`config.mk`:
```
export PLATFORM = sky130hd
export DESIGN_NAME = enigma_rotor_step
export DESIGN_NICKNAME = d
export VERILOG_FILES = /design/src/rtl/enigma_rotor_step.sv
export SDC_FILE = /design/constraint.sdc
export NUM_CORES = 1
export LEC_CHECK = 0
export ABC_AREA = 1
export CAP_MARGIN = 30
export CORE_MARGIN = 2
export CORE_UTILIZATION = 48
export CTS_CLUSTER_DIAMETER = 60
export DETAILED_ROUTE_END_ITERATION = 16
export PLACE_DENSITY_LB_ADDON = 0.25
export SYNTH_ARGS = -nofsm -noshare
export SYNTH_HDL_FRONTEND = slang
export SYNTH_SLANG_ARGS = --single-unit
```
`constraint.sdc`:
```
create_clock -name clk -period 3.5 [get_ports clk]
set_clock_uncertainty 0.2 [all_clocks]
set_input_delay 0.525 -clock clk [delete_from_list [all_inputs] [get_ports clk]]
set_output_delay 0.525 -clock clk [all_outputs]
set_load 0.05 [all_outputs]
```
`src/rtl/enigma_rotor_step.sv`:
```
// Enigma rotor stepping stage: advances left/middle/right rotor positions per key press and presents
// the right-rotor offset letter through a valid/ready register slice. Optional macro: ENIGMA_DOUBLE_STEP_EN.
module enigma_rotor_step #(
    parameter int LETTERS = 26,
    parameter int NOTCH_R = 21,
    parameter int NOTCH_M = 4
) (
    input  logic       clk,
    input  logic       rst_n,
    input  logic       cfg_load,
    input  logic [4:0] cfg_pos_l,
    input  logic [4:0] cfg_pos_m,
    input  logic [4:0] cfg_pos_r,
    input  logic       in_valid,
    output logic       in_ready,
    input  logic [4:0] in_letter,
    output logic       out_valid,
    input  logic       out_ready,
    output logic [4:0] out_letter,
    output logic [4:0] pos_l,
    output logic [4:0] pos_m,
    output logic [4:0] pos_r,
    output logic       err_invalid
);

    localparam logic [5:0] LETTERS_C = 6'(LETTERS);
    localparam logic [4:0] LAST_C    = 5'(LETTERS - 1);
    localparam logic [4:0] NOTCH_R_C = 5'(NOTCH_R);
    localparam logic [4:0] NOTCH_M_C = 5'(NOTCH_M);

    function automatic logic is_legal(input logic [4:0] v);
        return ({1'b0, v} < LETTERS_C);
    endfunction

    function automatic logic [4:0] sanitize(input logic [4:0] v);
        if (is_legal(v)) begin
            return v;
        end else begin
            return 5'd0;
        end
    endfunction

    function automatic logic [4:0] step_pos(input logic [4:0] p);
        if (p >= LAST_C) begin
            return 5'd0;
        end else begin
            return p + 5'd1;
        end
    endfunction

    // Both operands are already below LETTERS, so one conditional subtraction suffices.
    function automatic logic [4:0] add_mod(input logic [4:0] a, input logic [4:0] b);
        logic [5:0] sum;
        sum = {1'b0, a} + {1'b0, b};
        if (sum >= LETTERS_C) begin
            sum = sum - LETTERS_C;
        end else begin
            sum = sum;
        end
        return sum[4:0];
    endfunction

    logic [4:0] pos_l_q, pos_m_q, pos_r_q;
    logic [4:0] pos_l_d, pos_m_d, pos_r_d;
    logic       out_valid_q, out_valid_d;
    logic [4:0] out_letter_q, out_letter_d;
    logic       err_q, err_d;

    logic       accept_s;
    logic       letter_ok_s;
    logic       step_m_s;
    logic       step_l_s;
    logic [4:0] pos_r_next_s;

    assign in_ready     = !cfg_load && (!out_valid_q || out_ready);
    assign accept_s     = in_valid && in_ready;
    assign letter_ok_s  = is_legal(in_letter);
    assign pos_r_next_s = step_pos(pos_r_q);

`ifdef ENIGMA_DOUBLE_STEP_EN
    // Historical double step: a middle rotor sitting on its notch drags itself and the left rotor along.
    assign step_m_s = (pos_r_q == NOTCH_R_C) || (pos_m_q == NOTCH_M_C);
    assign step_l_s = (pos_m_q == NOTCH_M_C);
`else
    assign step_m_s = (pos_r_q == NOTCH_R_C);
    assign step_l_s = step_m_s && (pos_m_q == NOTCH_M_C);
`endif

    // Next-state for rotor positions, output slice and error pulse.
    always_comb begin
        pos_l_d      = pos_l_q;
        pos_m_d      = pos_m_q;
        pos_r_d      = pos_r_q;
        out_valid_d  = out_valid_q;
        out_letter_d = out_letter_q;
        err_d        = 1'b0;

        if (cfg_load) begin
            pos_l_d = sanitize(cfg_pos_l);
            pos_m_d = sanitize(cfg_pos_m);
            pos_r_d = sanitize(cfg_pos_r);
            err_d   = !is_legal(cfg_pos_l) || !is_legal(cfg_pos_m) || !is_legal(cfg_pos_r);
        end else if (accept_s && letter_ok_s) begin
            pos_r_d = pos_r_next_s;
            if (step_m_s) begin
                pos_m_d = step_pos(pos_m_q);
            end else begin
                pos_m_d = pos_m_q;
            end
            if (step_l_s) begin
                pos_l_d = step_pos(pos_l_q);
            end else begin
                pos_l_d = pos_l_q;
            end
        end else if (accept_s) begin
            err_d = 1'b1;
        end else begin
            err_d = 1'b0;
        end

        if (accept_s && letter_ok_s) begin
            out_valid_d  = 1'b1;
            out_letter_d = add_mod(in_letter, pos_r_next_s);
        end else if (out_valid_q && out_ready) begin
            out_valid_d  = 1'b0;
        end else begin
            out_valid_d  = out_valid_q;
        end
    end

    // State registers with asynchronous clear.
    always_ff @(posedge clk or negedge rst_n) begin
        if (!rst_n) begin
            pos_l_q      <= 5'd0;
            pos_m_q      <= 5'd0;
            pos_r_q      <= 5'd0;
            out_valid_q  <= 1'b0;
            out_letter_q <= 5'd0;
            err_q        <= 1'b0;
        end else begin
            pos_l_q      <= pos_l_d;
            pos_m_q      <= pos_m_d;
            pos_r_q      <= pos_r_d;
            out_valid_q  <= out_valid_d;
            out_letter_q <= out_letter_d;
            err_q        <= err_d;
        end
    end

    assign out_valid   = out_valid_q;
    assign out_letter  = out_letter_q;
    assign pos_l       = pos_l_q;
    assign pos_m       = pos_m_q;
    assign pos_r       = pos_r_q;
    assign err_invalid = err_q;

endmodule

```
==> reports/results.ini <==
[routing]
vias_per_cell = 5.21
drt_iter0_drc = 119
remaining_drc_errors = 0
wl_met1_um = 1920
ant_nets = 0
highest_layer = met4
vias = 1658
routed-wl-met2_um = 1920
post_drt_wl_per_cell_um = 12.9
wl_um = 4100
dr.pass1.iters = 4
dr_wl_met3_um = 228

[sta]
setup_slack_ns = 0.540
rsz0062_at_grt = no
setup_tns_ns = 0
fin_crit_sh = 0.846
finalSetupViolCount = 0
max-slew-margin-rel = 0.662
worst_pin_slew_ns = 0.505
clock.fmax_mhz = 338
period_needed_ns = 2.96
maxSlewViolCount = 0
finalHoldViolations = 0
finalHoldWorstSlack_ns = 0.293

[power]
power.switching_mw = 0.603
max-vdd-ir-drop_v = 0.000507
swShare = 0.493
leakage_nw = 1.08
comb_power_share = 0.604
p_per_area_nw_per_um2 = 543
total_power_mw = 1.22
pwr-share-seq = 0.304
intPower_mw = 0.620
pwr-share-clk = 0.092

[worst_setup_path]
cp-startpoint = pos_r[1]
path_common_cell = nand2_1
crit_buf_inv = 4
arrival_ns = 2.96
endpoint_kind = register
worstSetupPathType = reg2reg
critPathMaxStageDelay_ns = 0.45
crit_fanout = 6
crit_chain = inv_1 > ha_1 > nor2_1 > nand3_1 > nand3_1 > nand2_1 > inv_1 > ha_1 > inv_1 > fa_1 > inv_1 > nand2_1 > nand2_1 > nand2_1 > nand2_1 > nand2_1 > nand3_1 > nand2_1 > nand2_1 > nand2_1 > nand2_1 > nand2_1
rr_startpoint = pos_r[1]
required_ns = 3.50
cpMaxStageDelayCell = dfrtp_1
cpLargestDelayFamily = simple AND/OR/NAND/NOR gates
start_kind = register

[cells_and_area]
antennaDiodeCount = 0
fillCellCount = 321
fin_nets = 313
final_common_cell = nand2_1
stdcell_count = 318
final_util = 0.670
layout_common_cells = nand2_1, clkdlybuf4s50_1, nand3_1
stdcell_area_um2 = 2250
layout-drive-gt1-share = 0.0662
area_delta_synth_final_pct = 32.7

[placement]
gp_congestion = 0.898
portBuffers = 47
pre_cts_ws_ns = 0.572
placed_cells = 315
dpl_cell_area_um2 = 2230
dp_hpwl_um = 3270

[floorplan]
die_w_um = 63.5
design.core.area_um2 = 3360
rows = 21
die_area_um2 = 4030
ios = 48
die_y_um = 63.5
start_util = 0.505

[global_routing]
grt_pass1_wl_um = 7110
grt_pass1_vias = 1594
grt_util_all_layers = 0.216
antenna_found_initial = 0
overflow = 0
grt_start_max_net_pins = 15

[clock_tree]
cts.clk_slew.worst_paths_ns = 0.12
cts_setup_buffers = 0
cts_sinks = 22
clockBufferDepth = 2
htree_levels = 1
numCtsBuffers = 3
cts_root_buffer = clkbuf_4
cts_tree = yes
holdBufCountCts = 0
post_cts_resized = 0
worstSkewPairLatency_ns = 0.30

[synth]
synth-async-reset-ratio = 1.00
synth_ff_type = dfrtp_1
syn_area_per_cell_um2 = 7.65
yosysSeqAreaShare = 0.324
syn-cell-area_um2 = 1700
synth_edf_count = 0
synth.top_cell.area_share = 0.324
synth_fp_nets = 261
synth-seq-cells = 22
ys_warn_count = 0
synth_top_area_cell = dfrtp_1
synth_area_leaders = dfrtp_1, nand3_1, nand2_1, ha_1, inv_1
synth_cell_type_count = 34
synth_cells = 222

[run_status]
status = complete, no violations

[job]
drv_cap = 0

[min_path]
min_from = out_letter[4]
hp-class = reg2reg

## kinds of logic after synthesis
group	after synthesis	share of synthesized area
AOI/OAI and AO/OA	34	0.133
muxes	1	0.00663
buffers and inverters	32	0.0795
xor gates and xnor gates	8	0.0412
DFF	22	0.324
and+or+nand+nor	111	0.309
adders and majority gates	14	0.108
## metal layers
layer,vias to the layer above,track usage
met2,39,0.358
met4,0,0.0489
met1,766,0.287
li1,847,-
met5,-,0
met3,6,0.0500
## power by group through the flow
stage          clock network, mW  logic (mW)  registers (mW)
2_1_floorplan                  0       0.314           0.569
3_3_place_gp                   0       0.723           0.376
3_5_place_dp                   0       0.734           0.376
4_1_cts                    0.115       0.738           0.373
5_1_grt                    0.127       0.812           0.382
6_report                   0.112       0.739           0.372
## tightest hold or removal path, stage by stage, from the launching register on
cell     delay [ns]
dfrtp_1        0.36
nand2_1        0.05
nand2_1        0.06
## synth_stat cells, types with 2 or more instances
master / n
xnor2_1: 2
inv_1: 28
nand2_4: 2
ha_1: 13
nand2_1: 48
o211ai_1: 4
a211oi_1: 2
nand4_1: 3
a21oi_1: 5
nor2_1: 11
o21ai_0: 13
o21a_1: 2
xor2_1: 6
dfrtp_1: 22
o221ai_1: 3
nand3_1: 40
## cell type report
| type | instances | area (µm²) | area share |
|---|---|---|---|
| flip-flops and latches | 22 | 551 | 0.244 |
| inverters | 30 | 120 | 0.0533 |
| well taps | 46 | 57.6 | 0.0255 |
| repair buffers | 49 | 490 | 0.218 |
| clock buffers | 3 | 22.5 | 0.00999 |
| multi-input cells | 168 | 1010 | 0.450 |
## path summary, 6_finish.rpt
path | end | slack [ns] | cells after the start
min in group asynchronous | pos_r[3] | 0.31 | 1
max | out_letter[3] | 0.54 | 22
max reg2reg | out_letter[3] | 0.54 | 22
min reg2reg | out_letter[4] | 0.29 | 2
min | out_letter[4] | 0.29 | 2
max in group asynchronous | out_letter[4] | 2.34 | 2
## state kept, by name, summed over array words and instances, names as in the netlist
| register | cells |
|---|---|
| out_letter | 5 |
| out_valid | 1 |
| pos_m | 5 |
| err_invalid | 1 |
| pos_l | 5 |
| pos_r | 5 |
(Power assumes the default switching activity.)
